File: src/rtl/alu_flag_producer_pkg.sv
// alu_flag_pkg: shared opcode and FSM state encodings for the chunk-serial add/sub unit
package alu_flag_pkg;
  localparam logic OP_ADD = 1'b0;
  localparam logic OP_SUB = 1'b1;
  typedef enum logic [1:0] {ST_IDLE, ST_RUN, ST_DONE} state_e;
endpackage

File: src/rtl/alu_flag_producer_if.sv
// alu_flag_producer_if: operand issue and result/flag handshake between issue logic, producer and comparer
interface alu_flag_producer_if #(parameter int WIDTH = 32);
  logic             in_valid;
  logic             in_ready;
  logic [WIDTH-1:0] a;
  logic [WIDTH-1:0] b;
  logic             op;
  logic             out_valid;
  logic             out_ready;
  logic [WIDTH-1:0] result;
  logic             cout;
  logic             zero;
  logic             sign;
  logic             overflow;
  modport master (output in_valid, a, b, op, out_ready,
                  input  in_ready, out_valid, result, cout, zero, sign, overflow);
  modport slave  (input  in_valid, a, b, op, out_ready,
                  output in_ready, out_valid, result, cout, zero, sign, overflow);
endinterface

File: src/rtl/alu_flag_producer_chunk_adder.sv
// chunk_adder: CHUNK-bit ripple adder exposing the carry into its top bit for overflow detection
module chunk_adder #(parameter int CHUNK = 4) (
  input  logic [CHUNK-1:0] x,
  input  logic [CHUNK-1:0] y,
  input  logic             cin,
  output logic [CHUNK-1:0] sum,
  output logic             cout,
  output logic             c_msb_in
);
  logic [CHUNK:0] c;
  always_comb begin
    c = '0;
    sum = '0;
    c[0] = cin;
    for (int i = 0; i < CHUNK; i++) begin
      sum[i] = x[i] ^ y[i] ^ c[i];
      c[i+1] = (x[i] & y[i]) | (c[i] & (x[i] ^ y[i]));
    end
  end
  assign cout = c[CHUNK];
  assign c_msb_in = c[CHUNK-1];
endmodule

File: src/rtl/alu_flag_producer.sv
// alu_flag_producer: chunk-serial add/subtract producing result and cout/zero/sign/overflow flags
module alu_flag_producer
  import alu_flag_pkg::*;
#(
  parameter int WIDTH = 32,
  parameter int CHUNK = 4
) (
  input logic clk,
  input logic reset,
  alu_flag_producer_if.slave bus
);
  localparam int N = WIDTH / CHUNK;
  localparam int CW = N > 1 ? $clog2(N) : 1;
  if (WIDTH % CHUNK != 0) begin : g_bad_chunk
    $error("alu_flag_producer: WIDTH must be a multiple of CHUNK");
  end
  state_e           state_q;
  logic [CW-1:0]    cnt_q;
  logic [WIDTH-1:0] opa_q, opb_q, res_sh_q, res_sh_d, result_q;
  logic             carry_q, zacc_q, zacc_d;
  logic             in_ready_q, out_valid_q, cout_q, zero_q, sign_q, ovf_q;
  logic [CHUNK-1:0] sum;
  logic             c_out, c_msb;
  chunk_adder #(.CHUNK(CHUNK)) u_add (
    .x(opa_q[CHUNK-1:0]),
    .y(opb_q[CHUNK-1:0]),
    .cin(carry_q),
    .sum(sum),
    .cout(c_out),
    .c_msb_in(c_msb)
  );
  // each sum chunk enters at the MSB end, so after N steps chunk 0 sits at the LSB
  always_comb begin
    res_sh_d = (res_sh_q >> CHUNK) | (WIDTH'(sum) << (WIDTH - CHUNK));
    zacc_d = zacc_q & (sum == '0);
  end
  always_ff @(posedge clk) begin
    if (reset) begin
      state_q <= ST_IDLE;
      in_ready_q <= 1'b1;
      out_valid_q <= 1'b0;
      cnt_q <= '0;
      opa_q <= '0;
      opb_q <= '0;
      res_sh_q <= '0;
      result_q <= '0;
      carry_q <= 1'b0;
      zacc_q <= 1'b0;
      cout_q <= 1'b0;
      zero_q <= 1'b0;
      sign_q <= 1'b0;
      ovf_q <= 1'b0;
    end else begin
      case (state_q)
        ST_IDLE: if (bus.in_valid) begin
          opa_q <= bus.a;
          opb_q <= bus.op == OP_SUB ? ~bus.b : bus.b;
          carry_q <= bus.op;
          cnt_q <= '0;
          zacc_q <= 1'b1;
          in_ready_q <= 1'b0;
          state_q <= ST_RUN;
        end
        ST_RUN: begin
          opa_q <= opa_q >> CHUNK;
          opb_q <= opb_q >> CHUNK;
          res_sh_q <= res_sh_d;
          carry_q <= c_out;
          zacc_q <= zacc_d;
          if (cnt_q == CW'(N - 1)) begin
            result_q <= res_sh_d;
            cout_q <= c_out;
            zero_q <= zacc_d;
            sign_q <= res_sh_d[WIDTH-1];
            ovf_q <= c_msb ^ c_out;
            out_valid_q <= 1'b1;
            state_q <= ST_DONE;
          end else begin
            cnt_q <= cnt_q + CW'(1);
          end
        end
        ST_DONE: if (bus.out_ready) begin
          out_valid_q <= 1'b0;
          in_ready_q <= 1'b1;
          state_q <= ST_IDLE;
        end
        default: state_q <= ST_IDLE;
      endcase
    end
  end
  assign bus.in_ready = in_ready_q;
  assign bus.out_valid = out_valid_q;
  assign bus.result = result_q;
  assign bus.cout = cout_q;
  assign bus.zero = zero_q;
  assign bus.sign = sign_q;
  assign bus.overflow = ovf_q;
endmodule

File: src/flat_wrapper.sv
// flat-port wrapper written by rule: the top's interface ports become plain ports
module alu_flag_producer_flat import alu_flag_pkg::*;
#(
  parameter int WIDTH = 32,
  parameter int CHUNK = 4
)
  (clk, reset, bus_in_valid, bus_a, bus_b, bus_op, bus_out_ready, bus_in_ready, bus_out_valid, bus_result, bus_cout, bus_zero, bus_sign, bus_overflow);
  alu_flag_producer_if #(.WIDTH(WIDTH)) bus_i ();
  input logic clk;
  input logic reset;
  input wire logic [$bits(bus_i.in_valid)-1:0] bus_in_valid;
  input wire logic [$bits(bus_i.a)-1:0] bus_a;
  input wire logic [$bits(bus_i.b)-1:0] bus_b;
  input wire logic [$bits(bus_i.op)-1:0] bus_op;
  input wire logic [$bits(bus_i.out_ready)-1:0] bus_out_ready;
  output wire logic [$bits(bus_i.in_ready)-1:0] bus_in_ready;
  output wire logic [$bits(bus_i.out_valid)-1:0] bus_out_valid;
  output wire logic [$bits(bus_i.result)-1:0] bus_result;
  output wire logic [$bits(bus_i.cout)-1:0] bus_cout;
  output wire logic [$bits(bus_i.zero)-1:0] bus_zero;
  output wire logic [$bits(bus_i.sign)-1:0] bus_sign;
  output wire logic [$bits(bus_i.overflow)-1:0] bus_overflow;
  assign bus_i.in_valid = bus_in_valid;
  assign bus_i.a = bus_a;
  assign bus_i.b = bus_b;
  assign bus_i.op = bus_op;
  assign bus_i.out_ready = bus_out_ready;
  assign bus_in_ready = bus_i.in_ready;
  assign bus_out_valid = bus_i.out_valid;
  assign bus_result = bus_i.result;
  assign bus_cout = bus_i.cout;
  assign bus_zero = bus_i.zero;
  assign bus_sign = bus_i.sign;
  assign bus_overflow = bus_i.overflow;
  alu_flag_producer #(.WIDTH(WIDTH), .CHUNK(CHUNK)) u_core (.clk(clk), .reset(reset), .bus(bus_i));
endmodule
File: config.mk
export PLATFORM = sky130hd
export DESIGN_NAME = alu_flag_producer_flat
export DESIGN_NICKNAME = d
export VERILOG_FILES = /design/src/rtl/alu_flag_producer_pkg.sv /design/src/rtl/alu_flag_producer_if.sv /design/src/rtl/alu_flag_producer_chunk_adder.sv /design/src/rtl/alu_flag_producer.sv /design/src/flat_wrapper.sv
export SDC_FILE = /design/constraint.sdc
export NUM_CORES = 1
export LEC_CHECK = 0
export BUFFER_PORTS_ARGS = -buffer_cell sky130_fd_sc_hd__buf_2
export CAP_MARGIN = 15
export CORE_MARGIN = 2
export CORE_UTILIZATION = 40
export CTS_CLUSTER_SIZE = 12
export DETAILED_ROUTE_END_ITERATION = 8
export HOLD_SLACK_MARGIN = 0.15
export SLEW_MARGIN = 20
export SYNTH_ARGS = -nofsm -noshare
export SYNTH_HDL_FRONTEND = slang
export SYNTH_HIERARCHICAL = 1
export SYNTH_SLANG_ARGS = --single-unit
File: constraint.sdc
create_clock -name clk -period 3.3 [get_ports clk]
set_clock_uncertainty 0.1 [all_clocks]
set_input_delay 0.66 -clock clk [delete_from_list [all_inputs] [get_ports clk]]
set_output_delay 0.66 -clock clk [all_outputs]
set_load 0.005 [all_outputs]
==> results by group <==
Setup path
  • Critical setup path kind: flop to flop
  • Reg2Reg Depth: 8
  • Flop-to-flop setup slack: just under 0.4 ns
  • Reg2reg start: u_core/opb_q[0]
  • Crit-path cells: fa_1 > inv_1 > fa_1 > fa_1 > inv_1 > fa_1 > or4_1 > a211oi_1
  • Worst path top cell family by delay: adder cells
  • CP max stage delay: ~0.56 ns
  • WP buf/inv: 2
  • Startpoint class of the critical path: flop
  • Critical Path RT: 3.53 ns
  • Max FO, Critical Path: 3
  • Crit path capture type: flop
  • Crit path top cell by count: fa_1
  • Reg-to-reg endpoint: u_core/zacc_q
  • Crit path DAT: between 3 and 4 ns
  • Slowest-stage cell, CP: or4_1

Cells and area
  • Fill cells: 1341
  • Antenna Cells: 0
  • Nets: 781
  • Post-Route Utilization: between 40% and 50%
  • Multi-input logic area: about 2500 um2
  • Reg area: about 2700 um2
  • Layout overhead on the synthesized area: 20.9%
  • Layout cells sized above 1: about a fifth
  • Final instance area: about 6700 um2

Clock network
  • Clock root buffer master: clkbuf_16
  • Clk Latency, worst-skew pair: between 0.4 and 0.5 ns
  • Hold_buf cts: 0
  • Post-CTS Setup Inserts: 0
  • H-tree Lvls: 4
  • Clock-pin slew on the worst setup and hold paths: roughly 0.06 ns
  • Clock buffer depth: 2
  • Sink Count: around 140
  • # resized after CTS: 0
  • TritonCTS clock tree: built
  • Inserted Clock Buffers: 17

Logic synthesis
  • Commonest cells post-synth: 136 x dfxtp_1, 126 x nand2_1, 70 x nor2_1, 65 x a21oi_1, 32 x a211oi_1
  • Main synth FF type: dfxtp_1
  • EDFF count, synth: 0
  • Most frequent cell after synthesis: dfxtp_1
  • Syn_nets: ~700
  • Syn Inst Count: 622
  • Syn Area/Cell: between 8 and 9 um2
  • Asr flop ratio synth: 0%
  • Largest area contributor in the netlist: dfxtp_1
  • Sequential fraction of the synthesis area: about 49%
  • Syn Std Cell Area: around 5500 um2
  • Yosys top cell area share: 49.1%
  • Yosys cell types: 33
  • Synth Register Bits: 136
  • Yosys warns: 6
  • Largest cells by area after synthesis: dfxtp_1 49%, nand2_1 8.5%, a21oi_1 5.9%

Status
  • Outcome: finished, final reports clean

Timing
  • RSZ-0062 raised after global routing: no
  • Final-report setup violation count: 0
  • Final setup margin: between 0.3 and 0.4 ns
  • Final Hold Viols: 0
  • Final period util: 88.1%
  • F_max: 344 MHz
  • Final Slew Violations: 0
  • Least-Margin Pin Slew: 0.931 ns
  • Max-slew headroom: about 38%
  • Min Tclk post-route: just under 3 ns
  • Setup TNS: 0 ns

Global routing
  • Total grt overflow: 0
  • Largest net degree at the start of global routing: 110
  • Initial antenna violation count: 0
  • Global Route Usage Sum: about 17%
  • First-pass GRT wire length: approximately 20000 um
  • Vias in the first global route: between 4000 and 5000

Pwr
  • Total power: just under 4 mW
  • Pleak: 2.67 nW
  • VDD IR max: about 0.30 mV
  • Power per cell area: approximately 580 nW/um2

Die
  • Core ar.: 13700 um2
  • Site Rows: 43
  • DIE WIDTH: roughly 120 um
  • Die Area: between 10000 and 15000 um2
  • I/O pin count: ~110
  • Die Y: about 120 um
  • Initial Util: about two fifths

Drt
  • DRT iter0 DRCs: ~350
  • Via count: roughly 4600
  • First drt pass iteration count: 4
  • ANT nets after route: 0
  • Via-per-instance ratio: roughly 5.1
  • Post-Route WL: 12000 um
  • Routed wire length per instance: 13.3 um
  • # DRC: 0

Place
  • DP HPWL: roughly 7800 um
  • Placed Instance Area: between 6000 and 7000 um2
  • Gpl congestion: 0.746
  • Dpl ws: ~0.4 ns
  • Port bufs: between 100 and 150

Flow run
  • Max-cap violation count: 0

Hold path
  • Hold Path Origin: u_core/bus.result[14]
  • Hold Path Stages: 2
  • Min-Delay Path Class: flop to flop
  • Endpoint, Worst Hold: u_core/bus.result[14]
metrics by stage:
step,std cells,hold WS (ns)
2_1_floorplan,622,0.332
5_1_grt,898,0.367
6_report,898,0.350
4_1_cts,897,0.354
3_5_place_dp,865,0.346
3_3_place_gp,865,0.341
layer usage:
metal  GRT usage [%]  vias up  routed length (um)
met2            27.8      101                5800
li1                -     2300                   -
met4            6.90        0                 167
met3            5.48       15                 644
met5               0        -                   0
met1            19.9     2142                5350
layout make-up:
type	instances	area share, %
flip-flops and latches	136	40.6
multi-input cells	427	37.9
repair buffers	115	9.25
clock buffers	24	7.33
well taps	180	3.36
clock inverters	8	1.04
inverters	8	0.448
worst register-to-register path: stages, from the launching register on:
cell and delay, ns:
dfxtp_1 0.37, fa_1 0.18, inv_1 0.05, fa_1 0.38, fa_1 0.38, inv_1 0.11
fa_1 0.45, or4_1 0.56, a211oi_1 0.24
how the worst max path moves through the flow:
stage                         start         endpoint  slack [ns]  depth (start not counted)
floorplan           u_core/opb_q[0]    u_core/zacc_q        0.56                          8
global placement    u_core/opb_q[0]    u_core/zacc_q        0.49                          8
detailed placement  u_core/opb_q[0]    u_core/zacc_q        0.39                          8
CTS                 u_core/opb_q[0]  u_core/bus.zero        0.39                          8
global route        u_core/opb_q[0]  u_core/bus.zero        0.24                          8
finish              u_core/opb_q[0]    u_core/zacc_q        0.39                          8
power breakdown:
group	leakage, nW	total [mW]	switching (mW)	internal (mW)
clock network	0.276	1.77	0.667	1.11
registers	1.11	1.77	0.0491	1.72
logic	1.28	0.362	0.199	0.163
total	2.67	3.91	0.915	2.99
layout by cell type, fill, tap and decap left out, types with 3 or more instances in the layout:
cell type and instances:
dfxtp_1 135, nand2_1 126, buf_2 105, nor2_1 70
a21oi_1 65, a211oi_1 32, xnor2_1 29, mux2i_1 29
a221o_1 28, clkbuf_16 17, buf_4 9, a22oi_1 8
inv_1 8, clkinv_2 5, nand2b_1 5, nand3_1 5
clkbuf_8 4, xor2_1 4, fa_1 4, clkbuf_1 3
a31oi_1 3, ha_1 3
kinds of logic after synthesis:
logic type / Yosys count / share of synthesized area [%]
multiplexers: 29 / 5.23
AO/OA/AOI/OAI: 141 / 17.4
adder cells (fa/ha/maj): 7 / 2.12
AND/OR/NAND/NOR: 217 / 15.8
buffers and inverters: 59 / 5.17
XOR/XNOR: 33 / 5.21
flip-flops: 136 / 49.1
flip-flops by register name, summed over array words and instances, names as in the netlist:
signal	count
u_core/bus.sign	1
u_core/cnt_q	3
u_core/res_sh_q	28
u_core/zacc_q	1
u_core/bus.overflow	1
u_core/bus.result	31
u_core/state_q	2
u_core/opb_q	32
u_core/bus.zero	1
u_core/opa_q	32
u_core/carry_q	1
u_core/bus.in_ready	1
u_core/bus.cout	1
u_core/bus.out_valid	1
(Power assumes the default switching activity.)
